<file path="src/rtl/qea_state_reader.sv">
// Sweeps the QEA state RAM after completion and streams single amplitudes out on a valid/ready port.
// Word gap is 1+RAM_RD_LATENCY cycles; within a word one beat per cycle while the sink is ready.
module qea_state_reader #(
  parameter int PE_NUM_WIDTH     = 2,
  parameter int PE_NUM           = 4,
  parameter int DATA_WIDTH       = 32,
  parameter int STATE_DATA_WIDTH = DATA_WIDTH * 2,
  parameter int STATE_ADDR_WIDTH = 16,
  parameter int MAX_QBIT_WIDTH   = 6,
  parameter int RAM_RD_LATENCY   = 1
) (
  input  logic                                   clk,
  input  logic                                   rst_n,
  input  logic                                   i_start,
  input  logic [MAX_QBIT_WIDTH-1:0]              i_qbit_num,
  output logic                                   o_state_ena,
  output logic                                   o_state_wea,
  output logic [STATE_ADDR_WIDTH-1:0]            o_state_addra,
  input  logic [PE_NUM*STATE_DATA_WIDTH-1:0]     i_state_dout,
  output logic                                   o_amp_valid,
  input  logic                                   i_amp_ready,
  output logic [STATE_DATA_WIDTH-1:0]            o_amp_data,
  output logic [STATE_ADDR_WIDTH+PE_NUM_WIDTH-1:0] o_amp_index,
  output logic                                   o_amp_last,
  output logic                                   o_busy,
  output logic                                   o_done
);

  localparam int NMAX   = STATE_ADDR_WIDTH + PE_NUM_WIDTH;
  localparam int WAIT_W = (RAM_RD_LATENCY > 1) ? $clog2(RAM_RD_LATENCY) : 1;

  typedef enum logic [2:0] {
    ST_IDLE   = 3'd0,
    ST_READ   = 3'd1,
    ST_WAIT   = 3'd2,
    ST_STREAM = 3'd3,
    ST_FIN    = 3'd4
  } state_t;

  state_t state, state_nxt;

  logic [STATE_ADDR_WIDTH-1:0]        word_cnt;
  logic [PE_NUM_WIDTH-1:0]            slot_cnt;
  logic [STATE_ADDR_WIDTH-1:0]        word_last;
  logic [PE_NUM_WIDTH-1:0]            slot_last;
  logic [WAIT_W-1:0]                  wait_cnt;
  logic [PE_NUM*STATE_DATA_WIDTH-1:0] word_buf;

  logic [MAX_QBIT_WIDTH-1:0]   n_clamp;
  logic [MAX_QBIT_WIDTH-1:0]   w_shift;
  logic [MAX_QBIT_WIDTH-1:0]   s_shift;
  logic [STATE_ADDR_WIDTH-1:0] word_last_calc;
  logic [PE_NUM_WIDTH-1:0]     slot_last_calc;
  logic [STATE_DATA_WIDTH-1:0] amp_sel;
  logic                        fire;
  logic                        wait_end;
  logic                        slot_end;
  logic                        word_end;

  // Last word/slot as all-ones masks: a shift by the full width yields all ones, so the clamp case cannot overflow.
  always_comb begin
    n_clamp = i_qbit_num;
    if (i_qbit_num > MAX_QBIT_WIDTH'(NMAX)) n_clamp = MAX_QBIT_WIDTH'(NMAX);
    w_shift = '0;
    if (n_clamp > MAX_QBIT_WIDTH'(PE_NUM_WIDTH)) w_shift = n_clamp - MAX_QBIT_WIDTH'(PE_NUM_WIDTH);
    s_shift = n_clamp;
    if (n_clamp >= MAX_QBIT_WIDTH'(PE_NUM_WIDTH)) s_shift = MAX_QBIT_WIDTH'(PE_NUM_WIDTH);
    word_last_calc = ~({STATE_ADDR_WIDTH{1'b1}} << w_shift);
    slot_last_calc = ~({PE_NUM_WIDTH{1'b1}} << s_shift);
  end

  assign fire     = (state == ST_STREAM) && i_amp_ready;
  assign wait_end = (wait_cnt == WAIT_W'(RAM_RD_LATENCY - 1));
  assign slot_end = (slot_cnt == slot_last);
  assign word_end = (word_cnt == word_last);

  always_ff @(posedge clk) begin
    if (!rst_n) state <= ST_IDLE;
    else        state <= state_nxt;
  end

  always_comb begin
    state_nxt = state;
    case (state)
      ST_IDLE:   if (i_start) state_nxt = ST_READ;
      ST_READ:   state_nxt = ST_WAIT;
      ST_WAIT:   if (wait_end) state_nxt = ST_STREAM;
      ST_STREAM: if (fire && slot_end) state_nxt = word_end ? ST_FIN : ST_READ;
      ST_FIN:    state_nxt = ST_IDLE;
      default:   state_nxt = ST_IDLE;
    endcase
  end

  always_ff @(posedge clk) begin
    if (!rst_n) begin
      word_cnt  <= '0;
      slot_cnt  <= '0;
      word_last <= '0;
      slot_last <= '0;
      wait_cnt  <= '0;
      word_buf  <= '0;
    end else begin
      case (state)
        ST_IDLE: begin
          if (i_start) begin
            word_last <= word_last_calc;
            slot_last <= slot_last_calc;
            word_cnt  <= '0;
            slot_cnt  <= '0;
          end
        end
        ST_READ: wait_cnt <= '0;
        ST_WAIT: begin
          wait_cnt <= wait_cnt + 1'b1;
          if (wait_end) word_buf <= i_state_dout;
        end
        ST_STREAM: begin
          if (fire) begin
            if (slot_end) begin
              slot_cnt <= '0;
              word_cnt <= word_cnt + 1'b1;
            end else begin
              slot_cnt <= slot_cnt + 1'b1;
            end
          end
        end
        default: ;
      endcase
    end
  end

  // Slot 0 is the most significant amplitude of the word.
  always_comb begin
    amp_sel = '0;
    for (int k = 0; k < PE_NUM; k++) begin
      if (slot_cnt == PE_NUM_WIDTH'(k))
        amp_sel = word_buf[(PE_NUM-k)*STATE_DATA_WIDTH-1 -: STATE_DATA_WIDTH];
    end
  end

  assign o_state_ena   = (state == ST_READ);
  assign o_state_wea   = 1'b0;
  assign o_state_addra = (state == ST_READ) ? word_cnt : '0;
  assign o_amp_valid   = (state == ST_STREAM);
  assign o_amp_data    = o_amp_valid ? amp_sel : '0;
  assign o_amp_index   = o_amp_valid ? {word_cnt, slot_cnt} : '0;
  assign o_amp_last    = o_amp_valid && slot_end && word_end;
  assign o_busy        = (state == ST_READ) || (state == ST_WAIT) || (state == ST_STREAM);
  assign o_done        = (state == ST_FIN);

endmodule

</file>
<file path="config.mk">
export PLATFORM = sky130hd
export DESIGN_NAME = qea_state_reader
export DESIGN_NICKNAME = d
export VERILOG_FILES = /design/src/rtl/qea_state_reader.sv
export SDC_FILE = /design/constraint.sdc
export NUM_CORES = 1
export LEC_CHECK = 0
export BUFFER_PORTS_ARGS = -buffer_cell sky130_fd_sc_hd__clkbuf_2
export CORE_MARGIN = 8
export CORE_UTILIZATION = 30
export CTS_BUF_LIST = sky130_fd_sc_hd__clkbuf_2 sky130_fd_sc_hd__clkbuf_4 sky130_fd_sc_hd__clkbuf_8
export CTS_CLUSTER_SIZE = 12
export DETAILED_ROUTE_END_ITERATION = 10
export SLEW_MARGIN = 30
export SYNTH_ARGS = -nofsm -noshare
export SYNTH_HDL_FRONTEND = slang
export SYNTH_SLANG_ARGS = --single-unit
</file>
<file path="constraint.sdc">
create_clock -name clk -period 3.27 [get_ports clk]
set_clock_uncertainty 0.15 [all_clocks]
set_input_delay 0.8175 -clock clk [delete_from_list [all_inputs] [get_ports clk]]
set_output_delay 0.8175 -clock clk [all_outputs]
set_load 0.05 [all_outputs]
</file>
Word level (Yosys, flattened, before mapping)

Cells that the tools add are included.

Register bits after elaboration: 296
Bits of input ports: 266
Output and inout port bits: 104
Logic and storage cells: 72

Add/subtract/negate cells: 4
$lt $le $gt $ge: 3
Eq/ne operators: 14
Shift operators: 2
Mux-type cells: 24
Bitwise logic cells: 3
Reduce and logical (&&, ||, !) cells: 15

Operators with widths:

| operator              | count |
|---|---|
| $mux 64               | 5 |
| $mux 16               | 4 |
| $pmux 16 s2           | 1 |
| $mux 18               | 1 |
| $mux 6                | 3 |
| $add 16x1->16 const B | 1 |
| $eq 16x16->1          | 1 |
| $not 16->16           | 1 |
| $shl 16x6->16 const A | 1 |
| $mux 3                | 4 |
| $pmux 3 s4            | 1 |
| $eq 3x2->1 const B    | 2 |
| $ge 6x2->1 const B    | 1 |
| $gt 6x2->1 const B    | 1 |
| $gt 6x5->1 const B    | 1 |
| $mux 2                | 3 |
| $ne 2x1->1 const B    | 3 |
| $reduce_and 3->1      | 2 |
| $shl 2x6->2 const A   | 1 |
| $sub 6x2->6 const B   | 1 |
| $eq 2x2->1 const B    | 2 |
| $logic_and 1x1->1     | 4 |
| $ne 2x2->1 const B    | 2 |
| $pmux 2 s2            | 1 |
| other kinds (15)      | 18 |

Longest topological paths before layout

Gate-level depths: netlist of the first run.

Depth in word-level cells: 6
Gate-level depth with buffers: 10
Mapped depth without buffers: 9

Worst setup path before layout of the first run

No wires, ideal clock.

Path type: register -> output
Start: reg slot_cnt[1]
End: out o_amp_data[10]
Data arrival time: 2.345 ns
Required time: 2.303 ns
Setup slack: -0.042 ns
Cell stages (with the launch flop): 10
Buffers on the path: 3
Path through: dfxtp_1 -> inv_1 -> ha_1 -> clkbuf_1 -> clkbuf_1 -> buf_1 -> a21oi_1 -> o21ai_0 -> mux2i_1 -> nor2_1

Word-level cells in the longest chain between the ends: 6
Elaborated cells between the ends (all ways): 9
Those cells by class: eq/ne: 3; mux: 5; reduce/logical: 1

Ends and longest elaborated chain:

| item                   | line | text |
|---|---|---|
| from (decl)            | 43   | `logic [PE_NUM_WIDTH-1:0] slot_cnt;` |
| from (signal assigned) | 123  | `slot_cnt <= slot_cnt + 1'b1;` |
| $logic_not 2->1        | 136  | `if (slot_cnt == PE_NUM_WIDTH'(k))` |
| $mux 64 (3 in series)  | 136  |  |
| $mux 64 *              | 136  |  |
| $mux 64 *              | 145  | `assign o_amp_data = o_amp_valid ? amp_sel : '0;` |
| to (decl)              | 22   | `output logic [STATE_DATA_WIDTH-1:0] o_amp_data,` |

Mark *: on every way between the ends. The rest lies on a longest branch, timed or not.

Final worst setup path of the first run

Start: reg slot_cnt[1]
End: out o_amp_data[16]

Same word-level chain as after synthesis.

==> results of run 1 <==
flip-flops by register name (all words and copies together) (netlist names):
name and count:
word_last 16, slot_last 2, state 3, word_cnt 16
slot_cnt 2, word_buf 256, wait_cnt 1
routing by layer:
metal / vias to the layer above / global-route usage [%] / routed length, um
met1: 6567 / 23.14 / 22540
met3: 78 / 3.583 / 2437
met2: 387 / 30.23 / 24870
met5: - / 0 / 0
met4: 0 / 5.207 / 1177
li1: 6881 / - / -
critical path, cell delays in order (launching register included):
cell       delay, ns
dfxtp_2         0.35
inv_4           0.05
buf_6           0.11
ha_4            0.20
buf_12          0.14
clkbuf_16       0.16
and3b_1         0.16
a21oi_1         0.12
o21ai_1         0.07
mux2i_1         0.18
nor2_2          0.07
buf_8           0.16
power by group:
group | switching [mW] | total, mW | leakage [nW] | internal, mW
combinational | 0.760 | 1.24 | 4.37 | 0.478
sequential | 0.142 | 3.99 | 2.42 | 3.85
clock | 1.59 | 3.73 | 0.602 | 2.14
cell usage after synthesis (4+ instances only):
library cell  count
ha_1              6
xnor2_1          30
a211oi_2          4
buf_1            14
clkbuf_1         87
dfxtp_1         296
inv_1            10
and2_1           18
nor2_1          107
a21oi_1         340
a211oi_1          7
nand3_1          10
nor3_1            6
buf_2            49
mux2i_1          64
and3_1           15
nand4_1           4
and3b_1          64
nand2_1         597
o21ai_0          83
cell families (layout without fill, tap and decap cells):
kind of cell	Yosys count	after routing	share of synthesized area, %
buffers and inverters	165	548	5.143
and+or+nand+nor	843	843	26.93
adders and majority gates	6	6	0.5462
xor gates and xnor gates	33	33	2.103
AOI/OAI and AO/OA	454	454	17.48
other	1	3	0.02728
DFF	296	296	43.11
muxes	64	64	4.661
stage by stage:
step / std cells / hold slack, ns / util [%]
floorplan: 1862 / 0.2820 / -
global placement: 2709 / 0.2876 / 37.27
detailed placement: 2709 / 0.2923 / 37.27
CTS: 2836 / 0.1868 / 42.10
global route: 2847 / 0.2235 / 42.79
finish: 2847 / 0.2653 / 42.79
path summary, 6_finish.rpt:
path | start | end | slack (ns) | cells after the start
worst min-delay path | i_state_dout[190] | word_buf[190] | 0.27 | 3
worst max-delay path | slot_cnt[1] | o_amp_data[16] | -0.10 | 11
worst min register to register | word_buf[211] | word_buf[211] | 0.30 | 2
worst max register to register | state[0] | word_cnt[10] | 0.86 | 6
final cells by class:
| class | count | area [um2] |
|---|---|---|
| Fill cell | 4597 | 25910 |
| Multi-Input combinational cell | 1401 | 7617 |
| Sequential cell | 296 | 5961 |
| Timing Repair Buffer | 444 | 3840 |
| Clock buffer | 84 | 1069 |
| Tap cell | 600 | 750.7 |
| Clock inverter | 10 | 85.08 |
| Inverter | 10 | 50.05 |
| Antenna cell | 2 | 5.005 |
timing repair:
action,CTS,global route
buffers inserted,22,11
cloned,11,5
resized for setup,197,80
pin swaps,26,42
endpoints found under the setup margin,70,65
endpoints found under the hold margin,0,0
==> results.tsv, run 1 <==
stage	metric	value	unit
outcome	status	finished with violations	
outcome	violations	negative setup slack	
final_layout	final_area	19380	um2
final_layout	layout_common_cells	nand2_1, clkbuf_2, a21oi_1, dfxtp_1, clkbuf_8	
floorplan	num_rows	78	
detailed_routing	routedWlPerCell	17.92	um
critical_path	startpoint_type	flip-flop	
global_routing	grt_pass1_vias	13730	
yosys	ys_ff_latch	296	
cts	cts-root-buf	clkbuf_8	
cts	cts_tree	done	
detailed_routing	route.vias.total	13910	
floorplan	die_h	230.0	um
timing	finalHoldViolCount	0	
placement	gp_congestion	0.8185	
yosys	synth_cell_types	51	
cts	cts_buffers	53	
timing	final-setup-viol-count	51	
global_routing	overflow	0	
pwr	totalPowerFinal	8.954	mW
detailed_routing	drtAntennaViolNets	0	
timing	setup_tns	-2.024	ns
cts	clockBufferDepth	3	
pwr	p_leak	7.393	nW
cts	cts.reportedPaths.clkPinSlew	0.06	ns
floorplan	die-area	52920	um2
detailed_routing	routed_via_density	4.887	
placement	hpwl	32130	um
placement	placed_area	16880	um2
yosys	synth_ff_type	dfxtp_1	
cts	clock_latency	0.62	ns
critical_path	path_class	reg2out	
pwr	power_density	462.1	nW/um2
job	cap_violations	0	
final_layout	fin_nets	2478	
timing	period_share	103.1	%
detailed_routing	drt_iter0_markers	928	
final_layout	drive_gt1_share	31.49	%
detailed_routing	route.detailed.drc	0	
detailed_routing	drtPass1Iterations	5	
cts	cts-htree-levels	2	
global_routing	grt_max_degree	115	
yosys	yosysTopAreaCell	dfxtp_1	
timing	fmax	296.7	MHz
placement	dp_worst_setup_slack	0.04456	ns
timing	worst_pin_slew	0.7386	ns
yosys	yosysSeqAreaShare	43.11	%
cts	cts.sinks	296	
floorplan	ios	370	
timing	relSlewSlack	50.76	%
detailed_routing	drt_wl_total	51020	um
yosys	async_reset_ff_share	0	%
pwr	vdd_drop_max	0.2698	mV
yosys	syn_inst	1862	
final_layout	area_growth	40.98	%
global_routing	grt_usage	18.01	%
critical_path	worst_setup_path_end_kind	output port	
timing	fin_crit	3.371	ns
placement	numPortBuffers	368	
yosys	synth_edf_count	0	
timing	grt_setup_unrepaired	true	
critical_path	required	2.30	ns
yosys	synth_top_area_share	43.11	%
timing	setup_ws	-0.1007	ns
cts	cts_hold_buffers	0	
critical_path	crit_arrival	2.40	ns
global_routing	antenna_found_initial	3	
floorplan	core	45280	um2
yosys	synth_warnings	0	
floorplan	start_util	30.35	%
yosys	synthTopCellsByArea	dfxtp_1, nand2_1, a21oi_1	
yosys	synthesis.area	13740	um2
global_routing	grt_pass1_wl	77530	um
yosys	avgSynthCellArea	7.382	um2
final_layout	final_common_cell	nand2_1	
yosys	synth_nets	2134	
floorplan	die_w	230.0	um
critical_path	path_max_fanout	7	
worst_hold_path	hold_class	in2reg	
timing	finalMaxSlewViolations	0	
Note: power is estimated with default switching activity, not from simulation.
==> run 2: changes to the inputs <==
CAP_MARGIN = 20   (was default)
GPL_TIMING_DRIVEN = 0   (was default)
SKIP_CTS_REPAIR_TIMING = 1   (was default)
==> run 2 against run 1 <==
Effect of this change:
- the flow still finishes with violations (negative setup slack)
- cell area down 0.63%
- fmax fell by 2.6%
- hold slack worse by 0.018 ns
- sequential cell count unchanged
- register-to-register slack worse by 0.24 ns
- non-clock buffer count increased by 104
- setup slack worse by 0.090 ns
- via count rose by 3.4%
- critical endpoint is now o_amp_data[61]
==> results.tsv, run 2 (synthesis gave the netlist of run 1 again) <==
stage	metric	value	unit
final_layout	fillers	4653	
timing	period_share	105.8	%
critical_path	worst_setup_path_end_kind	output port	
floorplan	ios	370	
pwr	clkPwrFrac	42.1	%
timing	finalMaxSlewViolations	0	
global_routing	grt_pass1_vias	14440	
cts	cts-root-buf	clkbuf_8	
floorplan	start_util	30.35	%
placement	hpwl	41900	um
pwr	totalPowerFinal	9.246	mW
timing	finalHoldViolCount	0	
floorplan	die_w	230.0	um
global_routing	grt_pass1_wl	81410	um
final_layout	final_common_cell	nand2_1	
cts	cts_buffers	53	
final_layout	area_growth	40.09	%
pwr	p_leak	7.532	nW
placement	gp_congestion	0.8564	
worst_hold_path	holdPathEnd	word_buf[2]	
global_routing	grt_max_degree	14	
worst_hold_path	hold_class	in2reg	
floorplan	die_h	230.0	um
detailed_routing	route.detailed.drc	0	
final_layout	fin_nets	2582	
final_layout	layout_common_cells	nand2_1, clkbuf_2, a21oi_1, dfxtp_1, buf_6	
worst_hold_path	hold_path_depth	3	
global_routing	overflow	0	
detailed_routing	drt_wl_total	55930	um
timing	worst_pin_slew	0.9824	ns
detailed_routing	route.vias.total	14390	
critical_path	path_max_fanout	10	
worst_hold_path	hold_start	i_state_dout[2]	
pwr	switching_power	2.636	mW
critical_path	crit_arrival	2.49	ns
pwr	switching_share	28.51	%
critical_path	path_class	reg2out	
critical_path	cp-startpoint	slot_cnt[0]	
detailed_routing	routed_via_density	4.874	
critical_path	r2r_end	word_buf[175]	
floorplan	core	45280	um2
critical_path	startpoint_type	flip-flop	
detailed_routing	drt_iter0_markers	736	
critical_path	cp_cell_sequence	inv_6 > ha_4 > buf_12 > buf_6 > and3b_1 > a21oi_2 > o21ai_2 > mux2i_1 > nor2_2 > buf_6	
detailed_routing	drtAntennaViolNets	0	
outcome	status	finished with violations	
final_layout	reg_top3	word_buf: 256 flops, word_cnt: 16 flops, word_last: 16 flops	
global_routing	grt_usage	19.50	%
floorplan	num_rows	78	
critical_path	slowest_delay	0.38	ns
critical_path	r2r_start	state[2]	
pwr	internal-power	6.610	mW
critical_path	crit_top_cell	buf_6	
cts	cts_tree	done	
global_routing	antenna_found_initial	8	
critical_path	r2r_cells	6	
final_layout	largest_reg_flops	256	
floorplan	die-area	52920	um2
critical_path	required	2.30	ns
detailed_routing	drtPass1Iterations	5	
final_layout	regMostFlops	word_buf	
job	cap_violations	0	
cts	cts.sinks	296	
critical_path	r2r_setup_slack	0.62	ns
timing	relSlewSlack	34.50	%
pwr	comb_power_share	14.8	%
cts	clockBufferDepth	3	
timing	fmax	288.9	MHz
cts	cts.reportedPaths.clkPinSlew	0.07	ns
pwr	seqPwrFrac	43.1	%
timing	grt_setup_unrepaired	true	
outcome	violations	negative setup slack	
pwr	power_density	480.2	nW/um2
placement	placed_area	16490	um2
detailed_routing	routedWlPerCell	18.94	um
cts	clock_latency	0.63	ns
final_layout	final_area	19250	um2
timing	setup_ws	-0.1910	ns
timing	fin_crit	3.461	ns
cts	cts-htree-levels	2	
critical_path	critPathSlowestCell	dfxtp_4	
final_layout	drive_gt1_share	32.94	%
pwr	vdd_drop_max	0.2427	mV
timing	final-setup-viol-count	65	
placement	numPortBuffers	367	
## run 2: changes by cell type in the layout (fill, tap and decap cells not counted), moves of 7 or more
| cell | change |
|---|---|
| buf_12 | -47 |
| a21oi_1 | +7 |
| o21ai_0 | +13 |
| buf_8 | -21 |
| clkbuf_1 | +38 |
| buf_6 | +58 |
| o21ai_1 | -15 |
| buf_4 | +7 |
| clkbuf_2 | +21 |
| a21oi_2 | -13 |
| buf_2 | +54 |
| buf_16 | -8 |
## run 2: worst max path at each step
stage	endpoint	slack (ns)
after floorplan	o_amp_last	0.07
after global placement	o_amp_data[61]	-1.85
after detailed placement	o_amp_data[61]	-1.27
after CTS	o_amp_data[61]	-1.98
after global routing	o_amp_data[61]	-0.34
final	o_amp_data[61]	-0.19
## run 2: power groups by stage
| stage | registers (mW) | logic, mW | clock network [mW] |
|---|---|---|---|
| 4_1_cts | 3.97 | 1.30 | 3.98 |
| 6_report | 3.98 | 1.37 | 3.89 |
| 3_3_place_gp | 4.04 | 1.27 | 0 |
| 3_5_place_dp | 4.05 | 1.29 | 0 |
| 2_1_floorplan | 4.01 | 0.789 | 0 |
| 5_1_grt | 4.00 | 1.52 | 4.14 |
## run 2: cell type report
class	instances	area [um2]	area share [%]
multi-input combinational	1401	7656	39.76
sequential	296	5971	31.01
timing repair buffer	396	2631	13.67
clock buffer	81	1040	5.400
buffer	152	998.5	5.186
tap	600	750.7	3.899
clock inverter	14	155.1	0.8058
inverter	10	47.55	0.2469
antenna	2	5.005	0.02599
## run 2: metrics by stage
step	setup slack (ns)	instances	hold slack [ns]	util (%)	setup TNS [ns]
6_report	-0.1910	2952	0.2470	42.52	-6.803
5_1_grt	-0.3439	2952	0.2209	42.52	-15.82
4_1_cts	-1.984	2924	0.1923	39.06	-108.04
3_5_place_dp	-1.267	2829	0.2929	36.42	-50.78
3_3_place_gp	-1.850	2829	0.2894	36.40	-92.40
2_1_floorplan	0.07140	1862	0.2820	-	0
## run 2: per-layer routing
layer	GRT usage, %	share of wire, %	up-vias
met5	0	0.088	-
met4	6.494	2.1	8
met3	4.383	6.1	81
met2	33.56	49	424
met1	23.77	43	6778
li1	-	-	7097
## run 2: worst max-delay path: cells and delay by family (launching register included)
kind / cells / cell delay, ns
buffers and inverters: 4 / 0.56
AND/OR/NAND/NOR: 2 / 0.32
flip-flops: 1 / 0.38
multiplexers: 1 / 0.14
AO/OA/AOI/OAI: 2 / 0.27
adder cells (fa/ha/maj): 1 / 0.17
